===== src/rtl/regbank_pkg.sv =====
// Shared definitions for the one-hot strobed register bank: op encodings and bank depth.
package regbank_pkg;

    localparam int NUM_REGS = 8;

    localparam logic [1:0] OP_HOLD = 2'b00;
    localparam logic [1:0] OP_LOAD = 2'b01;
    localparam logic [1:0] OP_INC  = 2'b10;
    localparam logic [1:0] OP_CLR  = 2'b11;

endpackage


===== src/rtl/onehot_check.sv =====
// Classifies an 8-bit strobe as all-zero or exactly one-hot; combinational, no latency.
module onehot_check (
    input  logic [7:0] vec_i,
    output logic       is_zero_o,
    output logic       is_onehot_o
);

    logic [7:0] vec_m1;

    assign vec_m1      = vec_i - 8'd1;
    assign is_zero_o   = ~|vec_i;
    // Clearing the lowest set bit leaves zero only when a single bit was set.
    assign is_onehot_o = !is_zero_o && ((vec_i & vec_m1) == 8'd0);

endmodule


===== src/rtl/onehot_regbank.sv =====
// Eight-entry bank written by a one-hot decoder strobe, with two registered read ports.
// Writes take effect at the edge, reads lag one cycle (no bypass); no backpressure, one write per cycle.
module onehot_regbank
    import regbank_pkg::*;
#(
    parameter int WIDTH     = 8,
    parameter int CNT_WIDTH = 8
) (
    input  logic                 clk,
    input  logic                 rst_n,
    input  logic                 wr_valid,
    input  logic [NUM_REGS-1:0]  wr_onehot,
    input  logic [1:0]           op,
    input  logic [WIDTH-1:0]     din,
    input  logic [2:0]           rd_sel_a,
    input  logic [2:0]           rd_sel_b,
    output logic [WIDTH-1:0]     rd_a,
    output logic [WIDTH-1:0]     rd_b,
    output logic                 wr_done,
    output logic                 err_pulse,
    output logic                 err_sticky,
    input  logic                 err_clr,
    output logic [CNT_WIDTH-1:0] wr_count
);

    logic [WIDTH-1:0]     regs_q [NUM_REGS];
    logic [WIDTH-1:0]     regs_d [NUM_REGS];
    logic [WIDTH-1:0]     rd_a_q, rd_b_q;
    logic                 wr_done_q, err_pulse_q, err_sticky_q, err_sticky_d;
    logic [CNT_WIDTH-1:0] wr_count_q, wr_count_d;

    logic is_zero, is_onehot, is_multi;
    logic accept, illegal;

    onehot_check u_check (
        .vec_i       (wr_onehot),
        .is_zero_o   (is_zero),
        .is_onehot_o (is_onehot)
    );

    assign is_multi = !is_zero && !is_onehot;
    assign accept   = wr_valid && is_onehot && (op != OP_HOLD);
    assign illegal  = wr_valid && is_multi;

    always_comb begin
        for (int i = 0; i < NUM_REGS; i++) begin
            regs_d[i] = regs_q[i];
            if (accept && wr_onehot[i]) begin
                case (op)
                    OP_LOAD: regs_d[i] = din;
                    OP_INC:  regs_d[i] = regs_q[i] + WIDTH'(1);
                    OP_CLR:  regs_d[i] = '0;
                    default: regs_d[i] = regs_q[i];
                endcase
            end
        end
        wr_count_d   = accept ? wr_count_q + CNT_WIDTH'(1) : wr_count_q;
        // A new illegal strobe outranks a clear arriving on the same edge.
        err_sticky_d = illegal ? 1'b1 : (err_clr ? 1'b0 : err_sticky_q);
    end

    always_ff @(posedge clk or negedge rst_n) begin
        if (!rst_n) begin
            for (int i = 0; i < NUM_REGS; i++) begin
                regs_q[i] <= '0;
            end
            rd_a_q       <= '0;
            rd_b_q       <= '0;
            wr_done_q    <= 1'b0;
            err_pulse_q  <= 1'b0;
            err_sticky_q <= 1'b0;
            wr_count_q   <= '0;
        end else begin
            for (int i = 0; i < NUM_REGS; i++) begin
                regs_q[i] <= regs_d[i];
            end
            rd_a_q       <= regs_q[rd_sel_a];
            rd_b_q       <= regs_q[rd_sel_b];
            wr_done_q    <= accept;
            err_pulse_q  <= illegal;
            err_sticky_q <= err_sticky_d;
            wr_count_q   <= wr_count_d;
        end
    end

    assign rd_a       = rd_a_q;
    assign rd_b       = rd_b_q;
    assign wr_done    = wr_done_q;
    assign err_pulse  = err_pulse_q;
    assign err_sticky = err_sticky_q;
    assign wr_count   = wr_count_q;

endmodule


===== config.mk =====
export PLATFORM = sky130hd
export DESIGN_NAME = onehot_regbank
export DESIGN_NICKNAME = d
export VERILOG_FILES = /design/src/rtl/regbank_pkg.sv /design/src/rtl/onehot_check.sv /design/src/rtl/onehot_regbank.sv
export SDC_FILE = /design/constraint.sdc
export NUM_CORES = 1
export LEC_CHECK = 0
export ABC_AREA = 1
export BUFFER_PORTS_ARGS = -buffer_cell sky130_fd_sc_hd__buf_4
export CAP_MARGIN = 30
export CORE_MARGIN = 4
export CORE_UTILIZATION = 55
export DETAILED_ROUTE_END_ITERATION = 16
export PLACE_DENSITY_LB_ADDON = 0.12
export SETUP_SLACK_MARGIN = 0.05
export SYNTH_ARGS = -nofsm -noshare
export SYNTH_HDL_FRONTEND = slang
export SYNTH_SLANG_ARGS = --single-unit
export TNS_END_PERCENT = 1

===== constraint.sdc =====
create_clock -name clk -period 1.3 [get_ports clk]
set_input_delay 0.065 -clock clk [delete_from_list [all_inputs] [get_ports clk]]
set_output_delay 0.065 -clock clk [all_outputs]
set_load 0.01 [all_outputs]

After elaboration in Yosys (flattened, before gate mapping) --
Cells that the tools add are included.
Operators by class: mux-type cells 16, bitwise operators 3, order comparisons 2, $add $sub $neg 10, eq/ne operators 3, reductions and logical operators 27
Operators with widths (count):
- 8-bit one-hot mux with 3 select lines | 8
- 8-bit by 1-bit adder with 8-bit output, second input constant | 9
- 8-bit binary-select mux with 3-bit select | 2
- 8-bit 2-to-1 mux | 4
- 2-bit AND reduction | 8
- 1-bit logical AND | 13
- 8-bit bitwise AND | 1
- 4-bit greater-or-equal comparator, second input constant | 2
- 8-bit logical NOT | 1
- 3-bit inverter with 4-bit output | 2
- 8-bit OR reduction | 1
- 8-bit by 1-bit subtractor with 8-bit output, second input constant | 1
- 2-bit == test, second input constant | 2
- 2-bit nonzero test | 2
- 3-bit nonzero test | 1
- 2-bit by 1-bit == test with 1-bit output, second input constant | 1
- 1-bit 2-to-1 mux | 2
- 1-bit logical NOT | 1
Word-level totals: bits of input ports 28, word-level logic and storage cells 75, register bits after elaboration 91, output and inout port bits 27

Depth between registers and ports, before layout --
depth in word-level cells 8, depth in mapped cells 10, depth with buffers taken out 9

Modules after synthesis --
A second synthesis with hierarchy kept.
Unflattened totals: cell total of the unflattened synthesis 901, area, all modules 6142.1 sq um
Modules (own cells, without submodules):
- onehot_regbank | area each 6020.8 sq um, instances 1, cells an instance 874
- onehot_check | area each 121.4 sq um, instances 1, cells an instance 27

Worst setup path before layout --
No wires, ideal clock.
path kind register to register, from reg regs_q[24] (netlist bit), to reg regs_q[30] (netlist bit), cell stages (with the launch flop) 9, arrival time 1.135 ns, path slack 0.046 ns, period minus slack after synthesis 1.254 ns, data required time 1.181 ns, path through dfrtp_1 > ha_1 > nand2_1 > nor2_1 > nand3_1 > nand3_1 > nand2_1 > nand4_1 > nand2_1
On the way: longest elaborated chain between the ends 2
Ends and longest elaborated chain:
- start, declared | RTL line onehot_regbank.sv:26 | logic [WIDTH-1:0] regs_q [NUM_REGS];
- start signal, assigned by index | RTL line onehot_regbank.sv:75 | regs_q[i] <= regs_d[i];
- 8-bit by 1-bit adder with 8-bit output | RTL line onehot_regbank.sv:51 | OP_INC: regs_d[i] = regs_q[i] + WIDTH'(1);
- 8-bit one-hot mux with 3 select lines | RTL line onehot_regbank.sv:49 | case (op)
Every way passes these cells. A chain may end at the register's enable or synchronous reset.

Worst setup path in the final report --
from reg regs_q[9] (netlist bit), to reg regs_q[10] (netlist bit)
Same word-level chain as after synthesis.

==> results.toml <==
[timing]
tightest_slew_ns = 0.485
layout_worst_path_cycle_share_pct = 96.1
fin_hold_ws_ns = 0.104
finClkSkew_ns = 0.0108
min_period_ns = 1.25
fmaxAchievable_mhz = 800
worst_slack_ns = 0.0503
timing.final.setup_violations = 0
finalHoldViolCount = 0
relSlewSlack_pct = 67.6
rsz0062_at_grt = "yes"
slew_violations = 0

[setup_path]
path_max_fanout = 5
criticalPathCategory = "register to register"
end_kind = "register"
cp.required_ns = 1.59
start_kind = "register"
arrival_ns = 1.54

[power_and_ir_drop]
vdd_drop_max_mv = 0.794
switching_power_mw = 2.08
seqPwrFrac_pct = 43.6
power_leakage_nw = 3.92
powerDensity_nw_per_um2 = 872
p_comb_share_pct = 18.3
clockPowerShare_pct = 38.0
p_sw_share_pct = 29.4
intPower_mw = 4.99

[global_route]
grt_pass1_wl_um = 32700
antenna_found_initial = 0
grt_usage_pct = 31.4
grt_max_degree = 40
grt_pass1_vias = 6594
grt_overflow_total = 0

[placed_design]
post-place-ws_ns = -0.223
gp_congestion = 0.933
dp_hpwl_um = 14200
portBuffers = 54

[logic_synthesis]
ys_seq_elements = 91
netlist_top_cells_area = "dfrtp_1 (36%), nand2_1 (20%), o21ai_0 (7.6%), nand4_1 (7.0%), nand3_1 (5.8%)"
syn_area_per_cell_um2 = 6.49
ys_warn_count = 0
synth_top_cell_area_share_pct = 36.2
synth_seq_area_share_pct = 36.2
syn_nets = 1006
yosysTopAreaCell = "dfrtp_1"
synth_area_um2 = 6290
synth.distinct_cells = 23
synth_cells = 969

[floorplan]
chipWidth_um = 115
pin_count = 55
initial_utilization_pct = 57.0
fp-row-count = 38
die_h_um = 115
core_um2 = 11000
dieArea_um2 = 13200

[route]
wirelength_um = 20500
firstDrtPassIters = 5
drt-vias-per-instance = 6.00
first_iter_violations = 714
drc = 0
ant_nets = 0
vias = 7321
wl_per_cell_um = 16.8

[finish]
nFillCells = 894
multi_input_comb_area_um2 = 3740
area_delta_synth_final_pct = 28.9
fin_nets = 1112
regArea_um2 = 2300
diodes = 0
drive_gt1_share_pct = 21.9
utilization_pct = 73.5

[clock_network]
clkSlewWorstSetupHoldPaths_ns = 0.06
clock_latency_ns = 0.36
cts_tree = "built"
ctsLongestPathBuffers = 2
root_buffer = "clkbuf_16"
ctsHtreeMaxLevel = 3
cts.sinks = 91
cts_made_buffers = 9

[job]
maxCapViolCount = 0

[run_status]
status = "complete, no violations"

[worst_hold_path]
hp-class = "input pin to register"
kinds of logic after synthesis:
family / share of synthesized area (%)
AOI/OAI and AO/OA: 15.1
xor gates and xnor gates: 1.25
adders and majority gates: 1.79
buffers and inverters: 8.30
DFF: 36.2
and+or+nand+nor: 37.4
power groups by stage:
stage	Clock, mW	Sequential, mW	Combinational, mW
finish	2.69	3.08	1.30
global route	2.83	3.10	1.42
CTS	2.70	3.07	1.24
detailed placement	0	3.12	1.22
global placement	0	3.11	1.20
floorplan	0	3.13	0.577
cell usage in the layout, fill, tap and decap left out, types with 3 or more instances in the layout:
cell         n
nor2_1      51
ha_2         3
nand2_1    330
buf_12      15
inv_2        7
a21oi_1     59
inv_1       63
ha_4         5
xnor2_1      7
buf_6        3
nand2_4      3
o21ai_0     80
nand2_2      7
o21ai_1     14
nand3_1     68
buf_4      129
dfrtp_1     70
nor2_2       8
nor2_4       9
o21bai_1     6
nand3_2      5
clkbuf_16    9
nand4_1     70
a31oi_1     15
dfrtp_2     21
sequential cells by signal, indices dropped and copies added, names as in the netlist:
name	cells
regs_q	64
rd_a	8
rd_b	8
wr_count	8
err_pulse	1
err_sticky	1
wr_done	1
metal layers:
layer	track usage, %	vias up	part of all wire (%)
met3	7.47	57	11
met5	0	-	0
met1	42.9	3355	41
met2	47.0	451	45
met4	14.7	0	3.2
li1	-	3458	-
cells in the mapped netlist:
cell type and count:
nand2_1 340, o21ai_0 96, dfrtp_1 91, nand3_1 73, inv_1 71, nand4_1 70
nor2_1 67, a21oi_1 60, clkbuf_1 25, buf_2 21, a31oi_1 16, ha_1 9
xnor2_1 7, buf_4 6, o21bai_1 6, buf_1 2, o211ai_1 2, xor2_1 2
clkinv_1 1, nor2_2 1, nor3_1 1, nor3_2 1, o22ai_1 1
metrics by stage:
step                      cell area [µm²]  TNS [ns]  cells  power, mW
after floorplan                      6290         0    969       3.71
after global placement               7460    -10.54   1193       4.32
after detailed placement             7460    -12.33   1193       4.34
after CTS                            7820         0   1213       7.01
after global routing                 8110   -0.0994   1220       7.34
final                                8110         0   1220       7.07
final timing paths:
kind / start / end / slack, ns / cells after the start
min in group asynchronous: rst_n / regs_q[13] / 0.15 / 2
hold reg to reg: regs_q[47] / regs_q[47] / 0.50 / 2
hold / removal: wr_valid / err_pulse / 0.10 / 4
setup reg to reg: regs_q[9] / regs_q[10] / 0.05 / 6
max in group asynchronous: rst_n / regs_q[42] / 0.60 / 3
setup / recovery: regs_q[9] / regs_q[10] / 0.05 / 6
repair_timing:
action                                 CTS  global route
pin swaps                                0            29
hold buffers                             2             0
setup buffers                            2             7
setup endpoints to repair               13            76
gates cloned                             0             0
endpoints found under the hold margin   92             0
gates resized for setup                 10            96
critical path, stage by stage (launching register included):
cell     delay (ns)
dfrtp_2        0.46
ha_4           0.20
inv_1          0.06
o21ai_0        0.08
o21ai_1        0.17
nand4_1        0.12
nand2_1        0.08
layout make-up:
cell class,instances,share of cell area (%)
multi-input combinational,752,46.1
sequential,91,28.4
timing repair buffer,149,16.3
inverter,72,3.36
clock buffer,11,2.87
tap,140,2.16
clock inverter,5,0.756
(Power assumes the default switching activity.)
